File: config.mk
export PLATFORM = sky130hd
export DESIGN_NAME = morse_tx
export DESIGN_NICKNAME = d
export VERILOG_FILES = /design/src/rtl/morse_pkg.sv /design/src/rtl/morse_rom.sv /design/src/rtl/morse_tx.sv
export SDC_FILE = /design/constraint.sdc
export NUM_CORES = 1
export LEC_CHECK = 0
export ABC_AREA = 1
export BUFFER_PORTS_ARGS = -buffer_cell sky130_fd_sc_hd__buf_2
export CAP_MARGIN = 10
export CORE_MARGIN = 8
export CORE_UTILIZATION = 45
export CTS_BUF_LIST = sky130_fd_sc_hd__clkbuf_8
export DETAILED_ROUTE_END_ITERATION = 8
export GPL_ROUTABILITY_DRIVEN = 0
export MAX_ROUTING_LAYER = met4
export PLACE_DENSITY = 0.7
export SYNTH_ARGS = -nofsm -noshare
export SYNTH_HDL_FRONTEND = slang
export SYNTH_SLANG_ARGS = --single-unit
File: constraint.sdc
create_clock -name clk -period 3 [get_ports clk]
set_clock_uncertainty 0.1 [all_clocks]
set_input_delay 0.15 -clock clk [delete_from_list [all_inputs] [get_ports clk]]
set_output_delay 0.15 -clock clk [all_outputs]
set_load 0.01 [all_outputs]
File: src/rtl/morse_pkg.sv
// Shared definitions for the Morse transmitter: FSM states, element
// lengths in Morse units and a helper that turns a unit count into a
// down-counter load value.
package morse_pkg;

   typedef enum logic [1:0] {
      IDLE  = 2'd0,
      MARK  = 2'd1,
      SPACE = 2'd2,
      CGAP  = 2'd3
   } morse_state_e;

   localparam int unsigned DOT_UNITS    = 1;
   localparam int unsigned DASH_UNITS   = 3;
   localparam int unsigned ESPACE_UNITS = 1;
   localparam int unsigned CGAP_UNITS   = 3;

   // Counter runs from load value down to zero, so k units need k*U-1.
   function automatic int unsigned load_value(input int unsigned units,
                                              input int unsigned unit_cycles);
      return units * unit_cycles - 1;
   endfunction

endpackage

File: src/rtl/morse_rom.sv
// Nibble to Morse code lookup. Pattern is left-justified, MSB first,
// 1 = dash, 0 = dot; len gives the number of valid elements (1..5).
module morse_rom
   import morse_pkg::*;
(
   input  logic [3:0] nibble,
   output logic [2:0] len,
   output logic [4:0] pattern
);

   // Pure table lookup for the sixteen hex digits.
   always_comb begin
      len     = 3'd5;
      pattern = 5'b00000;
      case (nibble)
         4'h0: begin len = 3'd5; pattern = 5'b11111; end
         4'h1: begin len = 3'd5; pattern = 5'b01111; end
         4'h2: begin len = 3'd5; pattern = 5'b00111; end
         4'h3: begin len = 3'd5; pattern = 5'b00011; end
         4'h4: begin len = 3'd5; pattern = 5'b00001; end
         4'h5: begin len = 3'd5; pattern = 5'b00000; end
         4'h6: begin len = 3'd5; pattern = 5'b10000; end
         4'h7: begin len = 3'd5; pattern = 5'b11000; end
         4'h8: begin len = 3'd5; pattern = 5'b11100; end
         4'h9: begin len = 3'd5; pattern = 5'b11110; end
         4'hA: begin len = 3'd2; pattern = 5'b01000; end
         4'hB: begin len = 3'd4; pattern = 5'b10000; end
         4'hC: begin len = 3'd4; pattern = 5'b10100; end
         4'hD: begin len = 3'd3; pattern = 5'b10000; end
         4'hE: begin len = 3'd1; pattern = 5'b00000; end
         4'hF: begin len = 3'd4; pattern = 5'b00100; end
         default: begin len = 3'd5; pattern = 5'b00000; end
      endcase
   end

endmodule

File: src/rtl/morse_tx.sv
// Morse-code transmitter: sends a hex digit (or, with MORSE_TX_BYTE_EN
// defined, both nibbles of a byte, high nibble first) as Morse timing on
// 'line', with a start/busy/done handshake. UNIT_CYCLES sets the length
// of one Morse unit in clock cycles.
module morse_tx
   import morse_pkg::*;
#(
   parameter int unsigned UNIT_CYCLES = 12500000
) (
   input  logic       clk,
   input  logic       reset,
   input  logic       start,
   input  logic [7:0] data,
   output logic       line,
   output logic       busy,
   output logic       done
);

   localparam int CNT_W = $clog2(3 * UNIT_CYCLES);

   localparam logic [CNT_W-1:0] DOT_LOAD    = CNT_W'(load_value(DOT_UNITS, UNIT_CYCLES));
   localparam logic [CNT_W-1:0] DASH_LOAD   = CNT_W'(load_value(DASH_UNITS, UNIT_CYCLES));
   localparam logic [CNT_W-1:0] ESPACE_LOAD = CNT_W'(load_value(ESPACE_UNITS, UNIT_CYCLES));
   localparam logic [CNT_W-1:0] CGAP_LOAD   = CNT_W'(load_value(CGAP_UNITS, UNIT_CYCLES));

   morse_state_e     state_q, state_d;
   logic [CNT_W-1:0] cnt_q, cnt_d;
   logic [2:0]       idx_q, idx_d;
   logic [2:0]       len_q, len_d;
   logic [4:0]       pat_q, pat_d;
   logic             line_q, line_d;
   logic             busy_q, busy_d;
   logic             done_q, done_d;

   logic [3:0]       rom_nibble;
   logic [2:0]       rom_len;
   logic [4:0]       rom_pattern;

`ifdef MORSE_TX_BYTE_EN
   logic [3:0]       low_q, low_d;
   logic             pend_q, pend_d;

   // While idle the ROM looks at the incoming high nibble; afterwards it
   // looks at the latched low nibble waiting to be sent.
   assign rom_nibble = (state_q == IDLE) ? data[7:4] : low_q;
`else
   logic             unused_data_hi;

   assign rom_nibble     = data[3:0];
   assign unused_data_hi = ^data[7:4];
`endif

   morse_rom u_rom (
      .nibble  (rom_nibble),
      .len     (rom_len),
      .pattern (rom_pattern)
   );

   // Next-state logic: walks the elements of the current code, loading the
   // duration counter at each transition and flagging completion.
   always_comb begin
      state_d = state_q;
      cnt_d   = cnt_q;
      idx_d   = idx_q;
      len_d   = len_q;
      pat_d   = pat_q;
      done_d  = 1'b0;
`ifdef MORSE_TX_BYTE_EN
      low_d   = low_q;
      pend_d  = pend_q;
`endif

      case (state_q)
         IDLE: begin
            cnt_d = '0;
            if (start) begin
               pat_d   = rom_pattern;
               len_d   = rom_len;
               idx_d   = 3'd0;
               cnt_d   = rom_pattern[4] ? DASH_LOAD : DOT_LOAD;
               state_d = MARK;
`ifdef MORSE_TX_BYTE_EN
               low_d   = data[3:0];
               pend_d  = 1'b1;
`endif
            end
         end

         MARK: begin
            if (cnt_q != '0) begin
               cnt_d = cnt_q - 1'b1;
            end else if (idx_q == len_q - 3'd1) begin
               cnt_d   = CGAP_LOAD;
               state_d = CGAP;
            end else begin
               idx_d   = idx_q + 3'd1;
               pat_d   = {pat_q[3:0], 1'b0};
               cnt_d   = ESPACE_LOAD;
               state_d = SPACE;
            end
         end

         SPACE: begin
            if (cnt_q != '0) begin
               cnt_d = cnt_q - 1'b1;
            end else begin
               cnt_d   = pat_q[4] ? DASH_LOAD : DOT_LOAD;
               state_d = MARK;
            end
         end

         CGAP: begin
            if (cnt_q != '0) begin
               cnt_d = cnt_q - 1'b1;
`ifdef MORSE_TX_BYTE_EN
            end else if (pend_q) begin
               pat_d   = rom_pattern;
               len_d   = rom_len;
               idx_d   = 3'd0;
               cnt_d   = rom_pattern[4] ? DASH_LOAD : DOT_LOAD;
               pend_d  = 1'b0;
               state_d = MARK;
`endif
            end else begin
               cnt_d   = '0;
               idx_d   = 3'd0;
               done_d  = 1'b1;
               state_d = IDLE;
            end
         end

         default: begin
            cnt_d   = '0;
            state_d = IDLE;
         end
      endcase

      line_d = (state_d == MARK);
      busy_d = (state_d != IDLE);
   end

   // State, counter and registered outputs; reset clears everything at once.
   always_ff @(posedge clk or posedge reset) begin
      if (reset) begin
         state_q <= IDLE;
         cnt_q   <= '0;
         idx_q   <= 3'd0;
         len_q   <= 3'd0;
         pat_q   <= 5'b00000;
         line_q  <= 1'b0;
         busy_q  <= 1'b0;
         done_q  <= 1'b0;
      end else begin
         state_q <= state_d;
         cnt_q   <= cnt_d;
         idx_q   <= idx_d;
         len_q   <= len_d;
         pat_q   <= pat_d;
         line_q  <= line_d;
         busy_q  <= busy_d;
         done_q  <= done_d;
      end
   end

`ifdef MORSE_TX_BYTE_EN
   // Holds the low nibble until the high nibble and its gap have been sent.
   always_ff @(posedge clk or posedge reset) begin
      if (reset) begin
         low_q  <= 4'h0;
         pend_q <= 1'b0;
      end else begin
         low_q  <= low_d;
         pend_q <= pend_d;
      end
   end
`endif

   assign line = line_q;
   assign busy = busy_q;
   assign done = done_q;

endmodule

# Yosys cells after proc, flatten, opt, wreduce, memory -nomap -nowiden
# Memory sizes are Yosys's and may differ from the RTL's.
# Cells that the tools add are included.
# totals
ff_bits	42
mem_bits_ro	128
out_inout_bits	3
memories	1
# mem_list
memory	depth	word_bits	read_ports	rd_ports_with_merged_regs	wr	line_no	text
(no name shown)	16	8	1	0	0	morse_rom.sv:15	case (nibble)
# op_classes
addsub	3
eq_ne	9
n_mux	25
n_reduce_logical	8
# ops
cell	count
2-to-1 mux 26 bit	7
case mux 26 bit (4 select lines)	1
nonzero test 26 bit	1
subtractor 26 x 1 -> 26 bit (second input constant)	1
2-to-1 mux 5 bit	3
2-to-1 mux 3 bit	4
case mux 5 bit (2 select lines)	1
case mux 3 bit (3 select lines)	1
2-to-1 mux 2 bit	4
inequality test 2 bit (second input constant)	4
case mux 2 bit (4 select lines)	1
AND reduction 5 bit	1
== test 2 x 1 -> 1 bit (second input constant)	2
== test 2 bit (second input constant)	2
AND reduction 4 bit	1
nonzero test 2 bit	2
adder 3 x 1 -> 3 bit (second input constant)	1
== test 3 bit	1
2-to-1 mux 1 bit	3
nonzero test 3 bit	1
subtractor 3 x 1 -> 3 bit (second input constant)	1
logical NOT 2 bit	1
AND reduction 2 bit	1

# Logic depth before layout (Yosys ltp)
# depth
depth_word	6
depth_mapped	14
ltp_nobuf	14

# Modules after synthesis
# Synthesis repeated with hierarchy kept, for this count alone.
# hier_totals
hier_cells	411
area_unflattened_um2	2851.5
# by_module_without_submodules
module	n_inst	cells_each	area_each_um2	seq_area_each_um2
morse_tx	1	374	2631.3	1051.0
morse_rom	1	37	220.2	0.0

# Worst setup path before layout
# OpenSTA, ideal clock, no wires.
# synth_path
kind	reg-to-reg
from	reg cnt_q[0]
to	reg cnt_q[10]
setup_ps	119
arrival_time_ps	1538
required_time_ps	2781
setup_slack_ps	1242
stages_incl_launch_ff	14
path_buffers	0
period_less_slack_ps	1758
cell_sequence	dfrtp_1 > inv_1 > ha_1 > inv_1 > nor2_1 > nand3_1 > nor2_2 > nand3_4 > nor2_2 > nand2_2 > nand2_4 > inv_2 > nand2_1 > nand2_1
# synth_between
elab_chain_cells	3
elab_cells_between_ends	6
classes_between	add/sub: 1; mux: 4; reduce/logical: 1
# synth_rtl
item	line_no	text
start, declared	morse_tx.sv:27	logic [CNT_W-1:0] cnt_q, cnt_d;
start signal, assigned	morse_tx.sv:155	cnt_q <= cnt_d;
subtractor 26 x 1 -> 26 bit or nonzero test 26 bit (tied branches)	n/a	
2-to-1 mux 26 bit, on equally long branches	morse_tx.sv:113, morse_tx.sv:90, morse_tx.sv:104	
case mux 26 bit (4 select lines) (*)	morse_tx.sv:73	case (state_q)
net cnt_d[10]	morse_tx.sv:27	
# Mark *: on every way through the listed nets, which the timed path passes. The rest lies on a longest branch.
# A chain may end at the register's enable or synchronous reset.

# Worst setup path after layout
# Same ends and word-level chain as after synthesis.

==> impl_metrics.csv <==
group,metric,value,unit
status,status,"completed",
synthesis,synth-adder-area-share,0.0385,
critical_path,crit_chain,"inv_1 > ha_1 > inv_1 > nor2_1 > nand3_1 > nor2_2 > nand3_4 > nor2_2 > nand2_2 > nand2_4 > inv_2 > nand2_1 > nand2_1",
power,power.leakage,1.65,nW
synthesis,yosysWarnings,0,
critical_path,worstRegToRegCells,13,
critical_path,required,3.07,ns
sta,rsz0062_at_grt,"no",
die,start_util,0.463,
synthesis,yosysTopAreaCellShare,0.359,
job,drv_cap,0,
sta,setup_viol,0,
clock_network,htree_levels,2,
critical_path,path_class,"reg -> reg",
global_route,antenna_found_initial,0,
die,fp.dieArea,9340,sq um
synthesis,synth_cell_types,34,
layout,syn2layout_area_growth,8.73,%
global_route,grt_overflow,0,
global_route,first_global_vias,2621,
sta,finalSetupTns,0,ns
critical_path,reg2reg_slack,0.98,ns
global_route,grt_max_degree,43,
critical_path,r2r-start,"cnt_q[0]",
synthesis,synth_edf_count,0,
critical_path,crit_arrival,2.09,ns
die,ios,14,
layout,fin_util,0.504,
drt,drtAntennaViolNets,0,
synthesis,synth_common_cells,"116 x nand2_1, 63 x nor2_1, 42 x dfrtp_1, 41 x inv_1, 35 x nand3_1",
clock_network,clk_pin_slew,0.08,ns
global_route,grt_pass1_wl,11700,microns
synthesis,avgSynthCellArea,7.07,sq um
drt,drc,0,
synthesis,synth_top_cell_by_area,"dfrtp_1",
placed_design,dpl.cell_count,499,
clock_network,cts_root_buf,"clkbuf_8",
drt,vias,2635,
die,std_cell_rows,29,
worst_hold_path,worstHoldPathType,"in -> reg",
synthesis,synth_fp_nets,434,
layout,layout.cells.non_filler,508,
clock_network,postCtsSetupBuffers,0,
synthesis,synth_xor_area_frac,0.0479,
clock_network,cts_resized,0,
layout,layout-drive-gt1-share,0.132,
critical_path,slowest_stage,"dfrtp_1",
sta,period_share,0.672,
synthesis,muxShareOfSynthArea,0,
layout,antenna_cells,0,
die,die_h,96.6,microns
critical_path,crit_path_end,"cnt_q[10]",
synthesis,synthCells,414,
critical_path,end_kind,"flip-flop",
drt,drt_first_pass_iters,4,
sta,finalWorstPathRequiredPeriod,2.02,ns
die,core_area,6310,sq um
synthesis,synthFlopType,"dfrtp_1",
layout,final_nets,450,
clock_network,cts_made_buffers,5,
synthesis,ys_ff_latch,42,
global_route,grt_usage,0.153,
sta,drv_slew,0,
sta,tightest_slew,0.585,ns
clock_network,clock-sinks,42,
synthesis,synthSimpleGateAreaFrac,0.413,
synthesis,synth_compound_area_frac,0.0766,
sta,fmaxAchievable,496,MHz
critical_path,startpoint,"cnt_q[0]",
clock_network,clockBufferDepth,2,
die,dieWidth,96.6,microns
critical_path,critPathLaunchType,"flip-flop",
placed_design,io_buffers,9,
drt,vias_per_cell,5.19,
drt,drtIter0Drc,137,
critical_path,cp_max_fo,10,
sta,hold_viol_final,0,
power,irDropWorstVdd,0.492,mV
synthesis,synth_area,2930,sq um
sta,relSlewSlack,0.609,
synthesis,synthArstFlopShare,1.00,
clock_network,cts_tree,"built",
synthesis,synth_top_family_by_area,"simple AND/OR/NAND/NOR gates",
synthesis,yosysMostFrequentCell,"nand2_1",
synthesis,synth.yosys.seq_area_share,0.359,
drt,detail_route.wl_per_cell,13.2,microns
placed_design,dp_hpwl,5110,microns
critical_path,slowest_delay,0.36,ns
clock_network,clk_latency,0.30,ns
power,powerDensity,995,nW/um^2
critical_path,reg2reg_to,"cnt_q[10]",
drt,wl,6700,microns
synthesis,netlist_top_cells_area,"dfrtp_1 36%, nand2_1 15%, nor2_1 8.1%, nand3_1 6.0%, inv_1 5.3%",
-- where the power goes --
group	total (mW)	switching (mW)	leakage [nW]	internal, mW
clock network	0.440	0.197	0.0607	0.242
logic	1.69	1.12	1.06	0.567
registers	1.03	0.241	0.535	0.793
-- layout make-up --
cell class | instances | area [sq um]
multi-input combinational | 322 | 1680
timing repair buffer | 11 | 62.6
fill | 626 | 3130
clock inverter | 3 | 37.5
inverter | 48 | 180
sequential | 42 | 1050
tap | 77 | 96.3
clock buffer | 5 | 68.8
-- metrics by stage --
stage	cell area, sq um	power, mW	setup slack (ns)	hold WS [ns]
floorplan	2930	2.34	1.24	0.224
global placement	3060	2.67	1.02	0.211
detailed placement	3060	2.72	0.979	0.215
CTS	3180	3.17	0.970	0.0717
global route	3180	3.49	0.763	0.0996
finish	3180	3.16	0.984	0.0790
-- per-layer routing --
layer | vias to the layer above | share of wire | global-route usage
li1 | 1344 | - | -
met1 | 1232 | 0.48 | 0.182
met2 | 44 | 0.46 | 0.243
met3 | 15 | 0.036 | 0.0341
met4 | 0 | 0.024 | 0.0615
met5 | - | 0 | -
-- critical path: cells and delay by family (launching register included) --
family                     cells  cell delay [ns]
adders and majority gates      1             0.20
buffers and inverters          3             0.24
DFF                            1             0.36
and+or+nand+nor                9             0.99
-- flip-flops by register name, summed over array words and instances (netlist names) --
register and flops:
done 1, idx_q 3, busy 1, line 1
state_q 2, cnt_q 26, len_q 3, pat_q 5
-- worst min path at each step --
stage                       start       end  slack (ns)  depth (start not counted)
after floorplan           data[2]  len_q[1]        0.22                          2
after CTS                 data[3]  len_q[1]        0.07                          3
final                     data[3]  len_q[1]        0.08                          3
after global routing      data[3]  len_q[1]         0.1                          3
after detailed placement    reset  cnt_q[2]        0.22                          3
after global placement      reset  cnt_q[0]        0.21                          3
-- logic make-up after synthesis --
logic type                 count (synthesis)
DFF                                       42
adders and majority gates                  9
AOI/OAI and AO/OA                         37
and+or+nand+nor                          260
buffers and inverters                     50
xor gates and xnor gates                  16
-- cell usage in the layout, fill, tap and decap left out, types with 2 or more instances in the layout --
master	instances
nand2_4	3
o21ai_0	17
clkbuf_8	5
clkinv_1	2
o21ai_2	3
buf_2	9
o21ai_1	2
nand3b_1	3
nor2_4	3
inv_2	6
nor2_1	63
nor3_1	3
a21oi_1	8
nand4_1	9
xnor2_1	4
nor2_2	11
nand2_1	116
nand2_2	8
ha_1	9
xor2_1	12
dfrtp_1	42
nand3_1	35
nor2_8	2
inv_1	42
-- repair_timing --
action | CTS | global route
hold endpoints to repair | 42 | 0
hold buffers | 1 | 0
setup endpoints to repair | 0 | 0
Power figures use the tool's default switching activity.
